==> config.mk <==
export PLATFORM = sky130hd
export DESIGN_NAME = rf_writeback_queue_flat
export DESIGN_NICKNAME = d
export VERILOG_FILES = /design/src/rtl/rf_writeback_queue_if.sv /design/src/rtl/rf_writeback_queue.sv /design/src/flat_wrapper.sv
export SDC_FILE = /design/constraint.sdc
export NUM_CORES = 1
export LEC_CHECK = 0
export CORE_UTILIZATION = 50
export DETAILED_ROUTE_END_ITERATION = 8
export MAX_ROUTING_LAYER = met4
export PLACE_DENSITY = 0.73
export REMOVE_ABC_BUFFERS = 1
export SYNTH_ARGS = -nofsm -noshare
export SYNTH_HDL_FRONTEND = slang
export SYNTH_SLANG_ARGS = --single-unit
==> constraint.sdc <==
create_clock -name clk -period 5.38 [get_ports clk]
set_clock_uncertainty 0.2 [all_clocks]
set_input_delay 1.614 -clock clk [delete_from_list [all_inputs] [get_ports clk]]
set_output_delay 1.614 -clock clk [all_outputs]
set_load 0.01 [all_outputs]
==> src/rtl/rf_writeback_queue_if.sv <==
// Bundle for the write-back queue: request handshake, register-file write port,
// bypass lookups and occupancy status. The slave modport is the queue side.
interface rf_writeback_queue_if #(
  parameter int DEPTH = 4,
  parameter int AW    = 5,
  parameter int DW    = 32
);
  localparam int CW = $clog2(DEPTH + 1);

  logic          req_valid;
  logic          req_ready;
  logic [AW-1:0] req_addr;
  logic [DW-1:0] req_data;

  logic          rf_grant;
  logic          WE3;
  logic [AW-1:0] A3;
  logic [DW-1:0] WD3;

  logic [AW-1:0] lk1_addr;
  logic [AW-1:0] lk2_addr;
  logic          lk1_hit;
  logic          lk2_hit;
  logic [DW-1:0] lk1_data;
  logic [DW-1:0] lk2_data;

  logic [CW-1:0] count;
  logic          empty;

  modport master (
    output req_valid, req_addr, req_data, rf_grant, lk1_addr, lk2_addr,
    input  req_ready, WE3, A3, WD3, lk1_hit, lk2_hit, lk1_data, lk2_data,
           count, empty
  );

  modport slave (
    input  req_valid, req_addr, req_data, rf_grant, lk1_addr, lk2_addr,
    output req_ready, WE3, A3, WD3, lk1_hit, lk2_hit, lk1_data, lk2_data,
           count, empty
  );
endinterface

==> src/rtl/rf_writeback_queue.sv <==
// In-order write-back FIFO feeding the register file WE3/A3/WD3 port, with two
// bypass lookups. Define RF_WBQ_COALESCE_EN to merge a request into a matching youngest entry.
module rf_writeback_queue #(
  parameter int DEPTH = 4,
  parameter int AW    = 5,
  parameter int DW    = 32
) (
  input  logic                clk,
  input  logic                rst,
  rf_writeback_queue_if.slave wb
);
  localparam int IW = $clog2(DEPTH);
  localparam int PW = IW + 1;
  localparam int CW = $clog2(DEPTH + 1);

  logic [AW-1:0] addr_q [DEPTH];
  logic [DW-1:0] data_q [DEPTH];

  logic [PW-1:0] wr_ptr_q, wr_ptr_d;
  logic [PW-1:0] rd_ptr_q, rd_ptr_d;
  logic [PW-1:0] used;

  logic [IW-1:0] wr_idx, rd_idx, yng_idx;
  logic          full, is_empty;
  logic          pop, accept, push, merge;

  assign wr_idx   = wr_ptr_q[IW-1:0];
  assign rd_idx   = rd_ptr_q[IW-1:0];
  assign yng_idx  = wr_idx - IW'(1);
  assign used     = wr_ptr_q - rd_ptr_q;
  assign is_empty = (wr_ptr_q == rd_ptr_q);
  assign full     = (wr_idx == rd_idx) && (wr_ptr_q[IW] != rd_ptr_q[IW]);

  assign pop      = !is_empty && wb.rf_grant;
  assign accept   = wb.req_valid && wb.req_ready;

`ifdef RF_WBQ_COALESCE_EN
  // The youngest entry can absorb a same-address request unless it is the head leaving now.
  logic merge_ok;
  assign merge_ok     = !is_empty && (addr_q[yng_idx] == wb.req_addr) &&
                        !(pop && (used == PW'(1)));
  assign wb.req_ready = !full || merge_ok;
  assign merge        = accept && (wb.req_addr != '0) && merge_ok;
`else
  assign wb.req_ready = !full;
  assign merge        = 1'b0;
`endif

  assign push = accept && (wb.req_addr != '0) && !merge;

  // NOTE: next-state logic uses blocking assignments with a default first, so no latch is inferred.
  always_comb begin
    wr_ptr_d = wr_ptr_q;
    rd_ptr_d = rd_ptr_q;
    if (push) wr_ptr_d = wr_ptr_q + PW'(1);
    if (pop)  rd_ptr_d = rd_ptr_q + PW'(1);
  end

  always_ff @(posedge clk) begin
    if (rst) begin
      wr_ptr_q <= '0;
      rd_ptr_q <= '0;
    end else begin
      wr_ptr_q <= wr_ptr_d;
      rd_ptr_q <= rd_ptr_d;
    end
  end

  // NOTE: the storage array is deliberately not reset; entry validity comes only from the pointers.
  always_ff @(posedge clk) begin
    if (push) begin
      addr_q[wr_idx] <= wb.req_addr;
      data_q[wr_idx] <= wb.req_data;
    end else if (merge) begin
      data_q[yng_idx] <= wb.req_data;
    end
  end

  assign wb.WE3   = pop;
  assign wb.A3    = is_empty ? '0 : addr_q[rd_idx];
  assign wb.WD3   = is_empty ? '0 : data_q[rd_idx];
  assign wb.count = CW'(used);
  assign wb.empty = is_empty;

  // Walk oldest to youngest so the last match left standing is the youngest one.
  always_comb begin
    logic [IW-1:0] idx;
    idx         = '0;
    wb.lk1_hit  = 1'b0;
    wb.lk1_data = '0;
    wb.lk2_hit  = 1'b0;
    wb.lk2_data = '0;
    for (int k = 0; k < DEPTH; k++) begin
      idx = rd_idx + IW'(k);
      if (PW'(k) < used) begin
        if ((wb.lk1_addr != '0) && (addr_q[idx] == wb.lk1_addr)) begin
          wb.lk1_hit  = 1'b1;
          wb.lk1_data = data_q[idx];
        end
        if ((wb.lk2_addr != '0) && (addr_q[idx] == wb.lk2_addr)) begin
          wb.lk2_hit  = 1'b1;
          wb.lk2_data = data_q[idx];
        end
      end
    end
  end
endmodule

==> src/flat_wrapper.sv <==
// flat-port wrapper written by rule: the top's interface ports become plain ports
module rf_writeback_queue_flat 
#(
  parameter int DEPTH = 4,
  parameter int AW    = 5,
  parameter int DW    = 32
)
  (clk, rst, wb_req_valid, wb_req_addr, wb_req_data, wb_rf_grant, wb_lk1_addr, wb_lk2_addr, wb_req_ready, wb_WE3, wb_A3, wb_WD3, wb_lk1_hit, wb_lk2_hit, wb_lk1_data, wb_lk2_data, wb_count, wb_empty);
  rf_writeback_queue_if #(.DEPTH(DEPTH), .AW(AW), .DW(DW)) wb_i ();
  input  logic clk;
  input  logic rst;
  input wire logic [$bits(wb_i.req_valid)-1:0] wb_req_valid;
  input wire logic [$bits(wb_i.req_addr)-1:0] wb_req_addr;
  input wire logic [$bits(wb_i.req_data)-1:0] wb_req_data;
  input wire logic [$bits(wb_i.rf_grant)-1:0] wb_rf_grant;
  input wire logic [$bits(wb_i.lk1_addr)-1:0] wb_lk1_addr;
  input wire logic [$bits(wb_i.lk2_addr)-1:0] wb_lk2_addr;
  output wire logic [$bits(wb_i.req_ready)-1:0] wb_req_ready;
  output wire logic [$bits(wb_i.WE3)-1:0] wb_WE3;
  output wire logic [$bits(wb_i.A3)-1:0] wb_A3;
  output wire logic [$bits(wb_i.WD3)-1:0] wb_WD3;
  output wire logic [$bits(wb_i.lk1_hit)-1:0] wb_lk1_hit;
  output wire logic [$bits(wb_i.lk2_hit)-1:0] wb_lk2_hit;
  output wire logic [$bits(wb_i.lk1_data)-1:0] wb_lk1_data;
  output wire logic [$bits(wb_i.lk2_data)-1:0] wb_lk2_data;
  output wire logic [$bits(wb_i.count)-1:0] wb_count;
  output wire logic [$bits(wb_i.empty)-1:0] wb_empty;
  assign wb_i.req_valid = wb_req_valid;
  assign wb_i.req_addr = wb_req_addr;
  assign wb_i.req_data = wb_req_data;
  assign wb_i.rf_grant = wb_rf_grant;
  assign wb_i.lk1_addr = wb_lk1_addr;
  assign wb_i.lk2_addr = wb_lk2_addr;
  assign wb_req_ready = wb_i.req_ready;
  assign wb_WE3 = wb_i.WE3;
  assign wb_A3 = wb_i.A3;
  assign wb_WD3 = wb_i.WD3;
  assign wb_lk1_hit = wb_i.lk1_hit;
  assign wb_lk2_hit = wb_i.lk2_hit;
  assign wb_lk1_data = wb_i.lk1_data;
  assign wb_lk2_data = wb_i.lk2_data;
  assign wb_count = wb_i.count;
  assign wb_empty = wb_i.empty;
  rf_writeback_queue #(.DEPTH(DEPTH), .AW(AW), .DW(DW)) u_core (.clk(clk), .rst(rst), .wb(wb_i));
endmodule
## After elaboration in Yosys (flattened, before gate mapping)

Memory sizes are Yosys's and may differ from the RTL's. A register that Yosys moved wholly into a read port is not among the register bits.
Index checks and enable logic that the tools add are counted.

- Register bits after elaboration: 6
- RAM bits: 148
- Bits of input ports: 51
- Output and inout bits: 109
- Word-level logic and storage cells: 82
- Memories: 2

- $add $sub $neg: 6
- Order comparisons: 4
- Equality and inequality tests: 11
- Multiplexer cells: 40
- Reduce and logical (&&, ||, !) cells: 17

Memory list:

| name | depth | width | rd ports | clocked after Yosys merged registers in | write ports | RTL line | RTL |
|---|---|---|---|---|---|---|---|
| u_core.data_q | 4 | 32 | 4 | 1 | 1 | rf_writeback_queue.sv:17 | `logic [DW-1:0] data_q [DEPTH];` |
| u_core.addr_q | 4 | 5 | 4 | 1 | 1 | rf_writeback_queue.sv:16 | `logic [AW-1:0] addr_q [DEPTH];` |

Operator list:

| operator | number |
|---|---|
| $mux 32 | 17 |
| $eq 5x5->1 | 8 |
| $mux 1 | 18 |
| $reduce_bool 5->1 | 3 |
| $logic_and 1x1->1 | 12 |
| $mux 2 | 4 |
| $add 3x1->3 const B | 2 |
| $lt 1x3->1 const A | 2 |
| $lt 2x3->1 const A | 2 |
| $mux 5 | 1 |
| $add 2x2->2 const B | 2 |
| $eq 3x3->1 | 1 |
| $sub 3x3->3 | 1 |
| $add 2x1->2 const B | 1 |
| $eq 2x2->1 | 1 |
| $logic_not 1->1 | 2 |
| $ne 1x1->1 | 1 |

## Logic depth before layout (Yosys ltp)

- Depth in word-level cells: 10
- Mapped depth: 11
- Depth with buffers taken out: 9

## Worst setup path before layout

OpenSTA, ideal clock, no wires.

- Path type: input-to-output
- Start point: input wb_lk1_addr[0]
- End point: output wb_lk1_data[10]
- Data arrival time: 3,452 ps
- Required time: 3,566 ps
- Setup slack: 114 ps
- Stages: 8
- Buffers on the path: 2
- Cell sequence: clkbuf_1 nor3_1 a211oi_1 a21oi_1 nor3_1 clkbuf_1 a311oi_1 o31ai_1

- Cells in the longest elaborated chain, start to end: 10
- Elaborated cells between the ends (all ways): 17
- Classes of those cells: eq/ne: 4; mux: 8; reduce/logical: 5

RTL lines:

| item | RTL line | RTL |
|---|---|---|
| start, declared | flat_wrapper.sv:16 | `input wire logic [$bits(wb_i.lk1_addr)-1:0] wb_lk1_addr;` |
| $eq 5x5->1 or $reduce_bool 5->1 (tied branches) | rf_writeback_queue.sv:96 | `if ((wb.lk1_addr != '0) && (addr_q[idx] == wb.lk1_addr)) begin` |
| $logic_and 1x1->1 | rf_writeback_queue.sv:96 |  |
| $mux 32 | rf_writeback_queue.sv:96 |  |
| $mux 32 | rf_writeback_queue.sv:95 | `if (PW'(k) < used) begin` |
| $mux 32 | rf_writeback_queue.sv:96 |  |
| $mux 32 | rf_writeback_queue.sv:95 |  |
| $mux 32 | rf_writeback_queue.sv:96 |  |
| $mux 32 | rf_writeback_queue.sv:95 |  |
| $mux 32 | rf_writeback_queue.sv:96 |  |
| $mux 32 (*) | rf_writeback_queue.sv:95 |  |
| end, declared | flat_wrapper.sv:24 | `output wire logic [$bits(wb_i.lk1_data)-1:0] wb_lk1_data;` |

Mark *: on every way between the ends. The rest lies on a longest branch, timed or not.

## Worst setup path in the final report

- Start point: input wb_lk1_addr[0]
- End point: output wb_lk1_data[1]

The elaborated chain is that of the path after synthesis.

==> results.py <==
metrics = {
    "floorplan": {
        "dieArea_mm2": 0.0248,
        "initial_core_util": 0.512,
        "die-height_um": 158,
        "ioPinCount": 160,
        "die_w_um": 158,
        "row_count": 56,
        "core_area_mm2": 0.0236,
    },
    "layout": {
        "area_growth_syn_to_layout_pct": 38.4,
        "antenna_cells": 0,
        "drive_above_1_share": 0.441,
        "final_net_count": 1318,
        "final_area_mm2": 0.0167,
    },
    "route": {
        "drt-initial-drc-count": 1389,
        "drt_wl_total_um": 40900,
        "vias": 10700,
        "wl_per_cell_um": 25.7,
        "drc": 0,
        "drtAntennaViolNets": 0,
        "firstDrtPassIters": 8,
        "vias_per_cell": 6.72,
    },
    "clock_tree": {
        "cts_max_level": 4,
        "cts_max_path_buffers": 2,
        "cts-root-buf": "clkbuf_16",
        "clkSlewWorstSetupHoldPaths_ns": 0.07,
        "numCtsBuffers": 17,
        "cts_sinks": 156,
        "worstSkewPairLatency_ns": 0.44,
        "cts_tree": "yes",
    },
    "logic_synthesis": {
        "synth_adder_area_share": 0.00890,
        "synth_top_family_by_area": "multiplexers",
        "synth_common_cells": "edfxtp_1 (148), mux4_2 (116), nor2_1 (109)",
        "synthDistinctLibCells": 48,
        "synth_edf_count": 148,
        "syn_inst": 1014,
        "synth-simple-area-share": 0.121,
        "synth_top_cell_by_area": "edfxtp_1",
        "synthFlopType": "edfxtp_1",
        "synth.area.mux_share": 0.274,
        "synth_compound_area_frac": 0.128,
        "synth-seq-area-share": 0.381,
        "synthDominantCellAreaShare": 0.368,
        "ys_seq_elements": 156,
        "synth.cell_area_mm2": 0.0121,
        "synth_area_leaders": "edfxtp_1 (37%), mux4_2 (22%), nor2_1 (3.4%)",
        "synth_xor_xnor_area_share": 0.0316,
        "syn_area_per_cell_um2": 11.9,
        "yosysWarnings": 0,
        "async_reset_ff_frac": 0,
        "synth.most_common_cell": "edfxtp_1",
    },
    "sta": {
        "fin_crit_sh": 1.02,
        "final-max-slew-violation-count": 0,
        "fin_crit_ns": 5.49,
        "finalHoldViolations": 0,
        "final-setup-viol-count": 18,
        "fin_ws_ns": -0.108,
        "relSlewSlack": 0.273,
        "fmax_ghz": 0.182,
        "hold_slack_ns": 0.375,
        "worst_pin_slew_ns": 1.09,
        "rsz0062_at_grt": "true",
    },
    "grt": {
        "grt_use_total": 0.320,
        "grt_pass1_vias": 10000,
        "antenna_found_initial": 0,
        "grt_max_degree": 67,
        "grt_pass1_wl_um": 57100,
        "grt_overflow_total": 0,
    },
    "worst_hold_path": {
        "hp-class": "reg -> reg",
    },
    "worst_setup_path": {
        "max_stage_delay_ns": 0.31,
        "crit_chain": "buf_4 > xnor2_2 > nand4_1 > buf_4 > nor4b_4 > buf_4 > buf_8 > buf_4 > a311oi_2 > o31ai_1 > buf_4 > buf_6",
        "cp.arrival_ns": 3.67,
        "critPathMaxFanout": 5,
        "cp_top_family": "buffers and inverters",
        "crit_slowest_cell": "nor4b_4",
        "cp-end-kind": "output port",
        "crit_path_start_kind": "input port",
        "crit_top_cell": "buf_4",
        "required_ns": 3.57,
        "worstSetupPathType": "in -> out",
        "worst-path-buf-inv": 7,
    },
    "pwr": {
        "ir_drop_v": 0.000389,
        "p_comb_frac": 0.538,
        "pwr-share-clk": 0.219,
        "power.leakage_nw": 5.96,
        "p_switching_mw": 2.28,
        "p_per_area_mw_per_mm2": 362,
        "p_int_mw": 3.78,
        "seqPwrFrac": 0.243,
        "swShare": 0.376,
    },
    "placement": {
        "placed_cell_area_mm2": 0.0147,
        "hpwl_um": 23800,
        "place_ws_ns": -0.862,
        "io_buffers": 159,
        "gp_congestion": 0.959,
    },
    "outcome": {
        "violations": "negative setup slack",
        "outcome": "finished with violations",
    },
    "job": {
        "maxCapViolations": 0,
    },
}
-- sequential cells by signal, indices dropped and copies added (netlist names), named ones only --
name,flops
u_core.addr_q,20
u_core.wr_ptr_q,3
u_core.rd_ptr_q,3
u_core.data_q,128
-- worst register-to-register path: cells and delay by family (launching register included) --
kind	cells	cell delay [ns]
buf+inv	5	1.51
fa+ha+maj	1	0.32
compound gates	1	0.10
simple gates	2	0.88
flops	1	0.38
-- cells in the final DEF (no fill, tap or decap), types with 11 or more instances in the layout --
cell type / instances
a311oi_2: 27
buf_6: 38
mux2i_1: 34
nor2_1: 101
clkbuf_16: 19
o31ai_1: 26
clkbuf_2: 11
edfxtp_1: 148
o21ai_0: 32
a221oi_4: 17
clkdlybuf4s50_1: 83
buf_12: 29
a221oi_2: 14
mux4_2: 116
buf_2: 48
mux2_2: 32
buf_4: 95
and2_1: 34
xnor2_1: 20
o31ai_2: 38
nand2_1: 104
and3_1: 28
inv_1: 42
-- worst paths after layout --
path	from	endpoint	slack (ns)	cells after the start
setup / recovery	wb_lk1_addr[0]	wb_lk1_data[1]	-0.11	12
hold / removal	u_core.rd_ptr_q[2]	u_core.rd_ptr_q[2]	0.37	2
setup reg to reg	u_core.rd_ptr_q[1]	u_core.data_q[1][5]	1.67	9
hold reg to reg	u_core.rd_ptr_q[2]	u_core.rd_ptr_q[2]	0.37	2
-- routing by layer --
metal  global-route usage  up-vias  share of wire
met2                0.504      801           0.48
li1                     -     4434              -
met5                    -        -              0
met3               0.0496      150           0.10
met1                0.412     5301           0.38
met4                0.136        0          0.042
-- cell families (layout without fill, tap and decap cells) --
group,after synthesis,in the layout
DFF,156,156
buffers and inverters,145,403
xor gates and xnor gates,42,42
and+or+nand+nor,309,309
muxes,182,182
AOI/OAI and AO/OA,172,172
adders and majority gates,8,8
-- cell type report --
class                      count  area (um2)
tap                          319         399
inverter                      43         161
sequential                   156        4610
multi-input combinational    713        7650
clock inverter                14         218
clock buffer                  18         429
timing repair buffer         328        3270
fill                        1560        6870
-- stage by stage --
stage / total power, mW / std cells / setup TNS, ns / util
6_report: 6.07 / 1591 / -0.729 / 0.709
2_1_floorplan: 3.28 / 912 / -918.80 / -
3_5_place_dp: 4.28 / 1493 / -49.29 / 0.624
5_1_grt: 6.29 / 1591 / -3.99 / 0.709
4_1_cts: 5.72 / 1556 / -0.0109 / 0.677
3_3_place_gp: 4.24 / 1493 / -48.24 / 0.624
-- power groups by stage --
stage	registers (mW)	logic, mW	clock network (mW)
2_1_floorplan	1.62	1.66	0
3_3_place_gp	1.49	2.76	0
3_5_place_dp	1.49	2.79	0
4_1_cts	1.47	2.92	1.33
5_1_grt	1.48	3.43	1.38
6_report	1.47	3.26	1.33
-- repair_timing --
item                                   4_1_cts  5_1_grt
hold buffers                                 0        0
buffers inserted                            22       35
cloned                                       9        2
gates resized for setup                    328      133
endpoints found under the hold margin        0        0
pin swaps                                   48       52
setup endpoints to repair                   66       77
No activity file was read; power rests on OpenSTA's default activity.
